[src/rtl/mem_port_arbiter.sv]
// Purpose: shares one single-ported memory between instruction fetch (i) and load/store (d).
// Latency: 3 cycles per access with zero-wait memory (IDLE grant, BUSY, RESP ack), +1 per wait cycle.
// Backpressure: requesters hold req until their one-cycle ack; a hung memory is cut off after TIMEOUT cycles.
module mem_port_arbiter #(
  parameter int unsigned TIMEOUT = 255
) (
  input  logic        clk,
  input  logic        reset,
  // instruction fetch port
  input  logic        i_req,
  input  logic [29:0] i_addr,
  output logic        i_ack,
  output logic        i_err,
  output logic [31:0] i_rdata,
  // load/store port
  input  logic        d_req,
  input  logic        d_we,
  input  logic [29:0] d_addr,
  input  logic [31:0] d_wdata,
  input  logic [3:0]  d_be,
  output logic        d_ack,
  output logic        d_err,
  output logic [31:0] d_rdata,
  // memory port
  output logic        mem_req,
  output logic        mem_we,
  output logic [29:0] mem_addr,
  output logic [31:0] mem_wdata,
  output logic [3:0]  mem_be,
  input  logic        mem_ack,
  input  logic [31:0] mem_rdata
);

  typedef enum logic [2:0] {
    S_IDLE   = 3'd0,
    S_BUSY_I = 3'd1,
    S_BUSY_D = 3'd2,
    S_RESP_I = 3'd3,
    S_RESP_D = 3'd4
  } state_t;

  // TIMEOUT of zero means wait for mem_ack forever.
  localparam bit         TMO_EN   = (TIMEOUT != 0);
  localparam logic [7:0] TMO_LAST = TMO_EN ? 8'(TIMEOUT - 1) : 8'd0;

  state_t      r_state;
  state_t      w_next;
  logic        r_last_d;
  logic [7:0]  r_tcnt;

  logic        r_mem_req;
  logic        r_mem_we;
  logic [29:0] r_mem_addr;
  logic [31:0] r_mem_wdata;
  logic [3:0]  r_mem_be;

  logic        r_i_ack;
  logic        r_i_err;
  logic [31:0] r_i_rdata;
  logic        r_d_ack;
  logic        r_d_err;
  logic [31:0] r_d_rdata;

  logic        w_grant_i;
  logic        w_grant_d;
  logic        w_busy;
  logic        w_done;
  logic        w_tout;

  // State register.
  always_ff @(posedge clk or posedge reset) begin
    if (reset) begin
      r_state <= S_IDLE;
    end else begin
      r_state <= w_next;
    end
  end

  // Arbitration, completion/timeout detection and next state.
  always_comb begin
    w_next    = r_state;
    w_grant_i = 1'b0;
    w_grant_d = 1'b0;
    w_busy    = 1'b0;
    w_done    = 1'b0;
    w_tout    = 1'b0;
    case (r_state)
      S_IDLE: begin
        // Under contention the port that did not win last time gets the slot.
        if (d_req && (!i_req || !r_last_d)) begin
          w_grant_d = 1'b1;
          w_next    = S_BUSY_D;
        end else if (i_req) begin
          w_grant_i = 1'b1;
          w_next    = S_BUSY_I;
        end
      end
      S_BUSY_I, S_BUSY_D: begin
        w_busy = 1'b1;
        // A late mem_ack in the final allowed cycle still counts as success.
        w_done = mem_ack;
        w_tout = !mem_ack && TMO_EN && (r_tcnt == TMO_LAST);
        if (w_done || w_tout) begin
          w_next = (r_state == S_BUSY_I) ? S_RESP_I : S_RESP_D;
        end
      end
      S_RESP_I, S_RESP_D: begin
        w_next = S_IDLE;
      end
      default: begin
        w_next = S_IDLE;
      end
    endcase
  end

  // Memory-side request registers: loaded at grant, strobe dropped at completion or timeout.
  always_ff @(posedge clk or posedge reset) begin
    if (reset) begin
      r_mem_req   <= 1'b0;
      r_mem_we    <= 1'b0;
      r_mem_addr  <= 30'd0;
      r_mem_wdata <= 32'd0;
      r_mem_be    <= 4'd0;
    end else if (w_grant_d) begin
      r_mem_req   <= 1'b1;
      r_mem_we    <= d_we;
      r_mem_addr  <= d_addr;
      r_mem_wdata <= d_wdata;
      r_mem_be    <= d_we ? d_be : 4'b0000;
    end else if (w_grant_i) begin
      r_mem_req   <= 1'b1;
      r_mem_we    <= 1'b0;
      r_mem_addr  <= i_addr;
      r_mem_wdata <= 32'd0;
      r_mem_be    <= 4'b0000;
    end else if (w_done || w_tout) begin
      // Write qualifiers are cleared too so an abandoned store cannot linger on the bus.
      r_mem_req <= 1'b0;
      r_mem_we  <= 1'b0;
      r_mem_be  <= 4'b0000;
    end
  end

  // Fairness bit and BUSY cycle counter for the timeout.
  always_ff @(posedge clk or posedge reset) begin
    if (reset) begin
      r_last_d <= 1'b0;
      r_tcnt   <= 8'd0;
    end else if (w_grant_d || w_grant_i) begin
      r_last_d <= w_grant_d;
      r_tcnt   <= 8'd0;
    end else if (w_busy && !w_done && !w_tout) begin
      r_tcnt <= r_tcnt + 8'd1;
    end
  end

  // Fetch response: one-cycle ack, read data held until the next fetch completes.
  always_ff @(posedge clk or posedge reset) begin
    if (reset) begin
      r_i_ack   <= 1'b0;
      r_i_err   <= 1'b0;
      r_i_rdata <= 32'd0;
    end else begin
      r_i_ack <= 1'b0;
      r_i_err <= 1'b0;
      if (r_state == S_BUSY_I) begin
        if (w_done) begin
          r_i_ack   <= 1'b1;
          r_i_rdata <= mem_rdata;
        end else if (w_tout) begin
          r_i_ack   <= 1'b1;
          r_i_err   <= 1'b1;
          r_i_rdata <= 32'd0;
        end
      end
    end
  end

  // Load/store response: stores capture mem_rdata as well, the value is simply unused.
  always_ff @(posedge clk or posedge reset) begin
    if (reset) begin
      r_d_ack   <= 1'b0;
      r_d_err   <= 1'b0;
      r_d_rdata <= 32'd0;
    end else begin
      r_d_ack <= 1'b0;
      r_d_err <= 1'b0;
      if (r_state == S_BUSY_D) begin
        if (w_done) begin
          r_d_ack   <= 1'b1;
          r_d_rdata <= mem_rdata;
        end else if (w_tout) begin
          r_d_ack   <= 1'b1;
          r_d_err   <= 1'b1;
          r_d_rdata <= 32'd0;
        end
      end
    end
  end

  assign mem_req   = r_mem_req;
  assign mem_we    = r_mem_we;
  assign mem_addr  = r_mem_addr;
  assign mem_wdata = r_mem_wdata;
  assign mem_be    = r_mem_be;

  assign i_ack     = r_i_ack;
  assign i_err     = r_i_err;
  assign i_rdata   = r_i_rdata;
  assign d_ack     = r_d_ack;
  assign d_err     = r_d_err;
  assign d_rdata   = r_d_rdata;

endmodule

[config.mk]
export PLATFORM = sky130hd
export DESIGN_NAME = mem_port_arbiter
export DESIGN_NICKNAME = d
export VERILOG_FILES = /design/src/rtl/mem_port_arbiter.sv
export SDC_FILE = /design/constraint.sdc
export NUM_CORES = 1
export LEC_CHECK = 0
export CAP_MARGIN = 5
export CORE_ASPECT_RATIO = 1.5
export CORE_MARGIN = 2
export CORE_UTILIZATION = 44
export CTS_CLUSTER_SIZE = 25
export DETAILED_ROUTE_END_ITERATION = 8
export PLACE_DENSITY = 0.86
export SYNTH_ARGS = -nofsm -noshare
export SYNTH_HDL_FRONTEND = slang
export SYNTH_SLANG_ARGS = --single-unit
[constraint.sdc]
create_clock -name clk -period 15.45 [get_ports clk]
set_input_delay 3.8625 -clock clk [delete_from_list [all_inputs] [get_ports clk]]
set_output_delay 3.8625 -clock clk [all_outputs]
set_load 0.1 [all_outputs]
---- Word level (Yosys, flattened, before mapping) ----
Cells that the tools add are included.
Widths: inputs -> output; s select.
operators by class
  add/subtract/negate cells ............... 1
  equal/unequal tests ..................... 5
  muxes and demuxes ....................... 37
  reductions and logical operators ........ 22
operator list
  cell                 number
  $mux 32              4
  $mux 30              2
  $mux 1               20
  $mux 4               4
  $mux 8               2
  $mux 3               4
  $add 8x1->8 const B  1
  $eq 8x8->1 const B   1
  $pmux 3 s2           1
  $reduce_and 2->1     3
  $reduce_bool 2->1    3
  $logic_not 1->1      5
  $logic_and 1x1->1    4
  $logic_or 1x1->1     4
  $eq 3x1->1 const B   1
  $eq 3x2->1 const B   1
  $logic_not 3->1      1
  $ne 3x3->1 const B   1
  $reduce_bool 3->1    1
  $ne 2x2->1 const B   1
  $reduce_or 2->1      1
storage, ports and cells
  bits in registers ....................... 148
  input port bits ......................... 134
  output and inout bits ................... 136

---- Depth between registers and ports, before layout ----
Gate-level depths: netlist of the first run.
  depth after elaboration ................. 8
  gate-level depth with buffers ........... 7
  depth with buffers taken out ............ 6

---- Worst setup path after synthesis of the first run ----
No wires, ideal clock.
  kind .................................... input-to-reg
  start point ............................. in i_req
  end point ............................... reg r_mem_we, in the netlist mem_we
  library setup time ...................... 69 ps
  data arrival time ....................... 4849 ps
  data required time ...................... 15381 ps
  path slack .............................. 10532 ps
  cell stages on the path ................. 5
  buffers on the path ..................... 1
  path through ............................ or2_2 and2_1 buf_2 a21oi_1 a22o_1
between the ends
  longest elaborated chain between the ends .. 7
  elaborated cells between the ends (all ways) .. 11
RTL lines
  element               line  RTL
  from (decl)           10    input logic i_req,
  $logic_not 1->1       90    if (d_req && (!i_req || !r_last_d)) begin
  $logic_or 1x1->1      90
  $logic_and 1x1->1     90
  $mux 1                90
  $mux 1                87    case (r_state)
  $mux 1                130   end else if (w_grant_i) begin
  $mux 1                124   end else if (w_grant_d) begin
  to (signal assigned)  126   r_mem_we <= d_we;
  to (decl)             52    logic r_mem_we;
Parallel ways exist; a longest one is shown, timed or not.
A chain may end at the register's enable or synchronous reset.

---- Worst setup path after layout of the first run ----
  start point ............................. in d_req
  end point ............................... reg r_mem_addr[24], in the netlist mem_addr[24]
between the ends
  longest elaborated chain between the ends .. 4
  elaborated cells between the ends (all ways) .. 7
RTL lines
  element                                       line  RTL
  from (decl)                                   16    input logic d_req,
  $logic_and 1x1->1 (*)                         90
  $mux 1                                        90
  $mux 1                                        87
  $mux 30 or $reduce_bool 2->1 (tied branches)  --
  to (signal assigned)                          127   r_mem_addr <= d_addr;
  to (signal assigned)                          133   r_mem_addr <= i_addr;
  to (decl)                                     53    logic [29:0] r_mem_addr;
Mark *: on every way between the ends. The rest lies on a longest branch, timed or not.

==> results of run 1 <==
[sequential cells by signal, summed over array words and instances, names as in the netlist, 3 cells and up]
register / flops
mem_wdata: 32
mem_be: 4
mem_addr: 30
r_tcnt: 8
r_state: 3
d_rdata: 32
i_rdata: 32
[Yosys cell counts, types with 3 or more instances]
cell type  number  area [um2]
buf_2          17        85.1
nand2_1        33         124
buf_4           4        30.0
dfrtp_1       148        3700
buf_6           8        90.1
o22ai_1        30         188
clkbuf_1        9        33.8
a32o_1          4        40.0
o21ai_1        30         150
nor2_1          8        30.0
and3_1          4        25.0
a21oi_1         6        30.0
nand3_1         4        20.0
a22o_1         97         850
a31oi_1         3        18.8
inv_1           6        22.5
[path summary, 6_finish.rpt]
path | from | end | slack (ps) | cells after the start
min | mem_addr[20] | mem_addr[20] | 480 | 2
max | d_req | mem_addr[24] | 9260 | 6
min in group asynchronous | reset | i_rdata[25] | 3890 | 2
max in group asynchronous | reset | i_rdata[23] | 10060 | 3
min reg2reg | mem_addr[20] | mem_addr[20] | 480 | 2
max reg2reg | r_last_d | mem_addr[24] | 12820 | 5
[metrics by stage]
stage	std cells	setup WS [ps]	utilization (%)	cell area, um2
after floorplan	444	7610	-	5790
after global placement	838	9000	65.8	8490
after detailed placement	838	8860	65.8	8490
after CTS	870	9290	70.7	9110
after global routing	870	9070	70.7	9110
final	870	9260	70.7	9110
[worst max-delay path: stages]
cell	delay (ps)
clkdlybuf4s50_1	470
a21bo_2	440
nor4_4	780
buf_4	580
o22ai_1	180
o21ai_1	170
[layout by cell type, fill, tap and decap left out, drive strengths merged, types with 6 or more instances in the layout]
| cell | synthesis | final |
|---|---|---|
| clkdlybuf4s50 | 0 | 269 |
| dfrtp | 148 | 148 |
| a22o | 97 | 97 |
| nand2 | 33 | 33 |
| o21ai | 32 | 32 |
| o22ai | 30 | 30 |
| clkbuf | 9 | 18 |
| inv | 6 | 10 |
| nor2 | 8 | 8 |
| a21oi | 6 | 6 |
| nand3 | 6 | 6 |
[layout make-up]
cell class              instances  share of cell area [%]
well taps                     159                    2.18
inverters                       6                   0.302
flip-flops and latches        148                    40.6
multi-input cells             252                    20.1
clock inverters                14                    2.17
repair buffers                273                    29.9
clock buffers                  18                    4.71
[per-layer routing]
layer | part of all wire (%) | wire length, um
met5 | 0 | 0
met3 | 6.9 | 1190
met1 | 39 | 6690
met4 | 2.3 | 399
met2 | 52 | 9040
[cell families (layout without fill, tap and decap cells)]
family | count (synthesis) | count (layout) | synth area share, %
buffers and inverters | 44 | 311 | 4.52
AO/OA/AOI/OAI | 182 | 182 | 23.9
XOR/XNOR | 3 | 3 | 0.713
adder cells (fa/ha/maj) | 2 | 2 | 0.432
flip-flops | 148 | 148 | 64.0
AND/OR/NAND/NOR | 65 | 65 | 6.50
==> impl.org, run 1 <==
** Detailed routing
- Summing over every cut layer, the via total after detailed routing is a little under 5000.
- The final layout contains routed wiring with a total length of 17.3 mm.
- In this run the remaining antenna-violating nets after routing total 0.
- After detailed routing, the number of vias per cell comes to 5.61.
- # DRC :: 0
- In the final routed layout, each cell accounts on average for 19.9 um.
- The first TritonRoute pass finished after 4 iterations.
- After the first detailed-routing iteration, the DRC count stood at 214.

** GRT
- For met2 alone, demand over resource in global routing was 43.0%.
- Initial antenna violation count :: 0
- For met3 alone, demand over resource in global routing was 6.48%.
- Entering global routing, the biggest net connects 96 pins.
- GR peak layer :: met2
- Wire length of the first global-routing pass :: between 20 and 30 mm
- The total overflow left after global routing is 0.
- Global routing consumed, on the met1 layer, 29.0% of the routing resources.
- The number of global-route vias before repair came to about 5200.
- In the global route stage, overall resource usage came out at 24.7%.

** Timing
- For the final routed database, the setup TNS stands at 0 ps.
- Ratio of final minimum period to clock period :: 40.1%
- Measured against its own limit, the worst slew margin works out to a little under a third.
- The routed design could run at a clock period as short as 6190 ps.
- Max Clock Skew :: 9.69 ps
- The final hold violation count is 0.
- Highest achievable clock rate :: between 0.15 and 0.2 GHz
- For the pin with the worst max-slew slack, the measured transition is 1030 ps.
- The number of max-slew violations in the final report was 0.
- Setup violations remaining at the end of the flow were counted as 0.
- Setup repair after global routing left no endpoint under its margin.
- Final hold slack :: just under 500 ps

** Clocking
- In this run, post-CTS repair resized a total of 0 instances.
- Insertion delay of the later-clocked pin in the worst-skew pair :: 410 ps
- Counting along the longest clock path gives a buffer depth of 2.
- Root buffer selected by CTS :: clkbuf_16
- Clock-pin slew was measured on the worst setup and hold paths at ~60 ps.
- Once the clock tree was built, the setup fixing pass inserted 0 buffers.
- Hold_buf cts :: 0
- H-tree Lvls :: 4
- The clock drives approximately 150 sinks.
- TritonCTS built the clock tree.
- Total clock buffers created by CTS :: 17

** Synthesis
- Sequential area share after synthesis :: 64.0%
- Yosys mapped a number of flops with a built-in enable equal to 0.
- Average footprint of a synthesized cell :: ~13 um2
- Number of different library cells in the post-synthesis netlist :: 41
- Post-synth design cell area :: 0.00579 mm2
- Number of register bits inferred by synthesis :: 148
- In the synthesized netlist, the number of instances is around 440.
- Synth Warn # :: 0
- Top flip-flop cell by instance count after synthesis :: dfrtp_1
- Net count of the mapped netlist :: 580
- Of all flip-flops after synthesis, the portion carrying an async set or reset was 100%.

** Layout
- The net count of the finished layout is 834.
- Fraction of final layout cells with drive strength greater than 1 :: between 7 and 8%
- Footprint of the multi-input gates :: ~0.0018 mm2
- Area growth from synthesis to layout :: 57.4%
- The layout has 897 filler cells.
- Sequential cell area :: 0.00370 mm2
- Antenna diode instance count :: 0

** Die
- The die is 97.7 um wide.
- DIE HEIGHT :: approximately 140 um
- In this run the standard cell core region covers roughly 0.013 mm2.
- Floorplan row count :: between 50 and 60
- Number of top-level design ports :: 270
- Starting density of the core :: 44.9%
- DIE AREA :: 0.0141 mm2

** Setup path
- Nature of the critical path endpoint :: flop
- At the worst endpoint, the required time is approximately 16000 ps.
- Kind of critical path :: input pin to flop
- At the worst endpoint, the arrival time is 6510 ps.
- STA classifies the critical path startpoint as an input pin.
- Max Fanout on Critical Path :: 50

** Outcome
- The flow ran to the end, and the final reports show no timing, DRC or antenna violations.

** Flow run
- Number of max-cap violations :: 0

** Placed design
- After legalization and detailed placement, the total HPWL measured 11.9 mm.
- Input and output buffers added on the ports amount to 269.
- Gpl congestion :: 0.864

** Hold path
- Type of the worst min-delay path :: flop to flop
Power of run 1 is not shown: default switching activity piles up to over one toggle a cycle in this logic, so the estimate is an artifact.
==> run 2: changes to the inputs <==
--- a/config.mk
+++ b/config.mk
@@ -8,10 +8,10 @@
 export CAP_MARGIN = 5
 export CORE_ASPECT_RATIO = 1.5
 export CORE_MARGIN = 2
-export CORE_UTILIZATION = 44
+export CORE_UTILIZATION = 37
 export CTS_CLUSTER_SIZE = 25
 export DETAILED_ROUTE_END_ITERATION = 8
-export PLACE_DENSITY = 0.86
+export PLACE_DENSITY = 0.77
 export SYNTH_ARGS = -nofsm -noshare
 export SYNTH_HDL_FRONTEND = slang
 export SYNTH_SLANG_ARGS = --single-unit
==> constraint.sdc (replaced) <==
create_clock -name clk -period 5.5 [get_ports clk]
set_input_delay 1.375 -clock clk [delete_from_list [all_inputs] [get_ports clk]]
set_output_delay 1.375 -clock clk [all_outputs]
set_load 0.1 [all_outputs]
==> run 2 against run 1 <==
Final area barely moved; clock skew barely moved; sequential share of layout area about the same; sequential cell count unchanged; cell count is 5.2% higher; critical path depth fell by 5; die area increased by 18%; hold slack worse by 3.0 ps; non-clock buffer count is 1 higher; register-to-register slack worse by 9900 ps; count of clock-buffer cells in the layout did not move; first-iteration DRC count up 20%.
==> impl.org, run 2 (synthesized netlist as in run 1, its figures left out) <==
** Timing
- Highest achievable clock rate :: 0.301 GHz
- Post-layout min period :: between 3000 and 4000 ps
- The final worst-path setup slack is 2170 ps (-7090 ps).
- Rel. slew slack :: 14.9% (-17 points)
- The worst-margin pin slew is 1280 ps (+252 ps).
- The final number of setup-violating endpoints came to 0 (unchanged).
- Max Clock Skew :: 9.29 ps (-0.401 ps)
- Max Transition Viols Final :: 0 (unchanged)
- Ratio of final minimum period to clock period :: 60.5%
- Final count of hold timing violations :: 0 (unchanged)
- Setup repair after global routing left no endpoint under its margin.
- Post-route setup TNS :: 0 ps (unchanged)

** Clocking
- The number of buffers added to fix hold violations after cts came to 0 (unchanged).
- The CTS buffer count came to 17 (unchanged).
- The setup fix buffers added after clock tree synthesis is 0 (unchanged).
- Clock tree synthesis selected as its root buffer the cell clkbuf_16.
- CTS-repair resized insts :: 0 (unchanged)
- TritonCTS built the clock tree.
- H-tree Lvls :: 4 (unchanged)
- The clock-pin slew on the worst setup and hold paths is 70 ps (about the same).
- Insertion delay of the later-clocked pin in the worst-skew pair :: 410 ps (about the same)
- The number of sinks handled by clock tree synthesis is 148 (unchanged).
- The number of buffers on the longest clock path came to 2 (unchanged).

** Die
- The chip width was 106 um (+8.7%).
- DIE HEIGHT :: 157 um (+8.8%)
- The placeable core area came to 0.0155 mm2 (+20%).
- DIE AREA :: 0.0167 mm2 (+18%)
- Starting density of the core :: 37.4% (-7.5 points)
- Floorplan row count :: 56 (+9.8%)
- Number of top-level design ports :: 270 (unchanged)

** Detailed routing
- The number of detailed-routing iterations run before antenna repair came to 4 (unchanged).
- Routed vias :: 4793 (-1.7%)
- Remaining antenna violation count :: 0 (unchanged)
- Average routed wire per standard cell :: 18.1 um (-9.2%)
- The post-detailed-route DRC marker count came to 0 (unchanged).
- Sum of routed wire length over all layers :: 16.5 mm (-4.5%)
- Average vias per placed instance :: 5.24 (-6.6%)
- Drt first-iter violations :: 257 (+20%)

** Setup path
- Bufs and invs on worst path :: 1 (-1)
- The kind of cell with the highest combined delay along the critical path is buffers and inverters.
- Worst setup endpoint :: mem_we
- Setup slack of the worst register-to-register path :: 2880 ps (-9940 ps)
- The critical path in this run is classified as flop to output pin.
- Source of the worst register-to-register timing path :: r_state[1]
- Critical path depth :: 1 (-5)
- Crit path from :: mem_we
- Nature of the critical path endpoint :: output pin
- Critical Path RT :: 4120 ps (-11650 ps)
- The worst setup path is launched from a flop.
- Slowest cell on the critical path :: clkdlybuf4s50_1
- Cell-by-cell trace of the critical path :: clkdlybuf4s50_1
- The endpoint identified for the worst register-to-register timing path is i_rdata[27].
- Slowest Stage Delay on Critical Path :: 1170 ps (+390 ps)
- Max Fanout on Critical Path :: 2 (-96%)
- The worst reg2reg path depth came to 4 (-1).
- WP data arrival :: 1950 ps (-4560 ps)

** Outcome
- The run finished with clean final reports.

** Layout
- Total Nets Final :: 835 (+0.12%)
- Commonest cells after routing, fill and taps aside :: clkdlybuf4s50_1, dfrtp_1, a22o_1
- Most common library cell in the layout ignoring fill and taps :: clkdlybuf4s50_1
- Antenna diode instance count :: 0 (unchanged)
- The relative area change from synthesis to final layout was 57.4% (about the same).
- The final non-filler cell total came to 915 (+5.2%).
- The fraction of layout instances using a drive strength above 1 came to 7.16% (+0.13 points).
- Count of fill cells added during filler insertion :: 1288 (+44%)

** GRT
- The initial antenna violation count was 0 (unchanged).
- Global router's overall resource usage :: 20.1% (-4.6 points)
- The pin count of the biggest net entering global routing was 118 (+23%).
- Vias in the first global route :: 5027 (-2.7%)
- Wire length of the first global-routing pass :: 26.3 mm (-3.5%)
- The total overflow reported by the global router is 0 (unchanged).

** Hold path
- The min-delay analysis places its worst path in the category flop to flop.

** Placed design
- Pre-CTS setup slack :: 1980 ps (-6880 ps)
- The final weighted congestion in routability-driven placement is 0.779 (-9.9%).
- The placed wire-length estimate is 11.6 mm (-2.5%).
- Cell count after placement :: 883 (+5.4%)
- The count of buffers from port buffering came to 269 (unchanged).

** Flow run
- Number of max-cap violations :: 0 (unchanged)
## run 2: cell types whose count changed in the layout (fill, tap and decap cells not counted)
cell and delta:
buf_4 +1, bufinv_16 -4, clkinv_2 -2, clkinv_4 +1, clkinv_8 +1, inv_8 +4
## run 2: layer usage
| metal | global-route usage, % | routed length (um) |
|---|---|---|
| met4 | 7.27 | 327 |
| met5 | 0 | 0 |
| met1 | 24.5 | 6770 |
| met2 | 33.8 | 8140 |
| met3 | 5.71 | 1290 |
## run 2: worst min-delay path by stage
| stage | startpoint | to | cells after the start |
|---|---|---|---|
| 2_1_floorplan | r_last_d | r_last_d | 1 |
| 3_3_place_gp | mem_addr[24] | mem_addr[24] | 2 |
| 3_5_place_dp | mem_req | mem_req | 1 |
| 4_1_cts | r_last_d | r_last_d | 1 |
| 5_1_grt | r_last_d | r_last_d | 1 |
| 6_report | mem_req | mem_req | 1 |
## run 2: metrics by stage
stage          instance area, um2  utilization, %  hold WS [ps]
2_1_floorplan                5790               -           451
3_3_place_gp                 8550            55.2           470
3_5_place_dp                 8550            55.2           469
4_1_cts                      9110            58.9           488
5_1_grt                      9110            58.9           500
6_report                     9110            58.9           481
## run 2: area by class of cell
| cell class | instances | area (um2) | share of cell area [%] |
|---|---|---|---|
| clock buffer | 18 | 429 | 4.71 |
| clock inverter | 14 | 138 | 1.51 |
| inverter | 6 | 27.5 | 0.302 |
| multi-input combinational | 252 | 1830 | 20.1 |
| sequential | 148 | 3700 | 40.6 |
| tap | 203 | 254 | 2.79 |
| timing repair buffer | 274 | 2730 | 30.0 |
Power of run 2 is left out for the same reason.
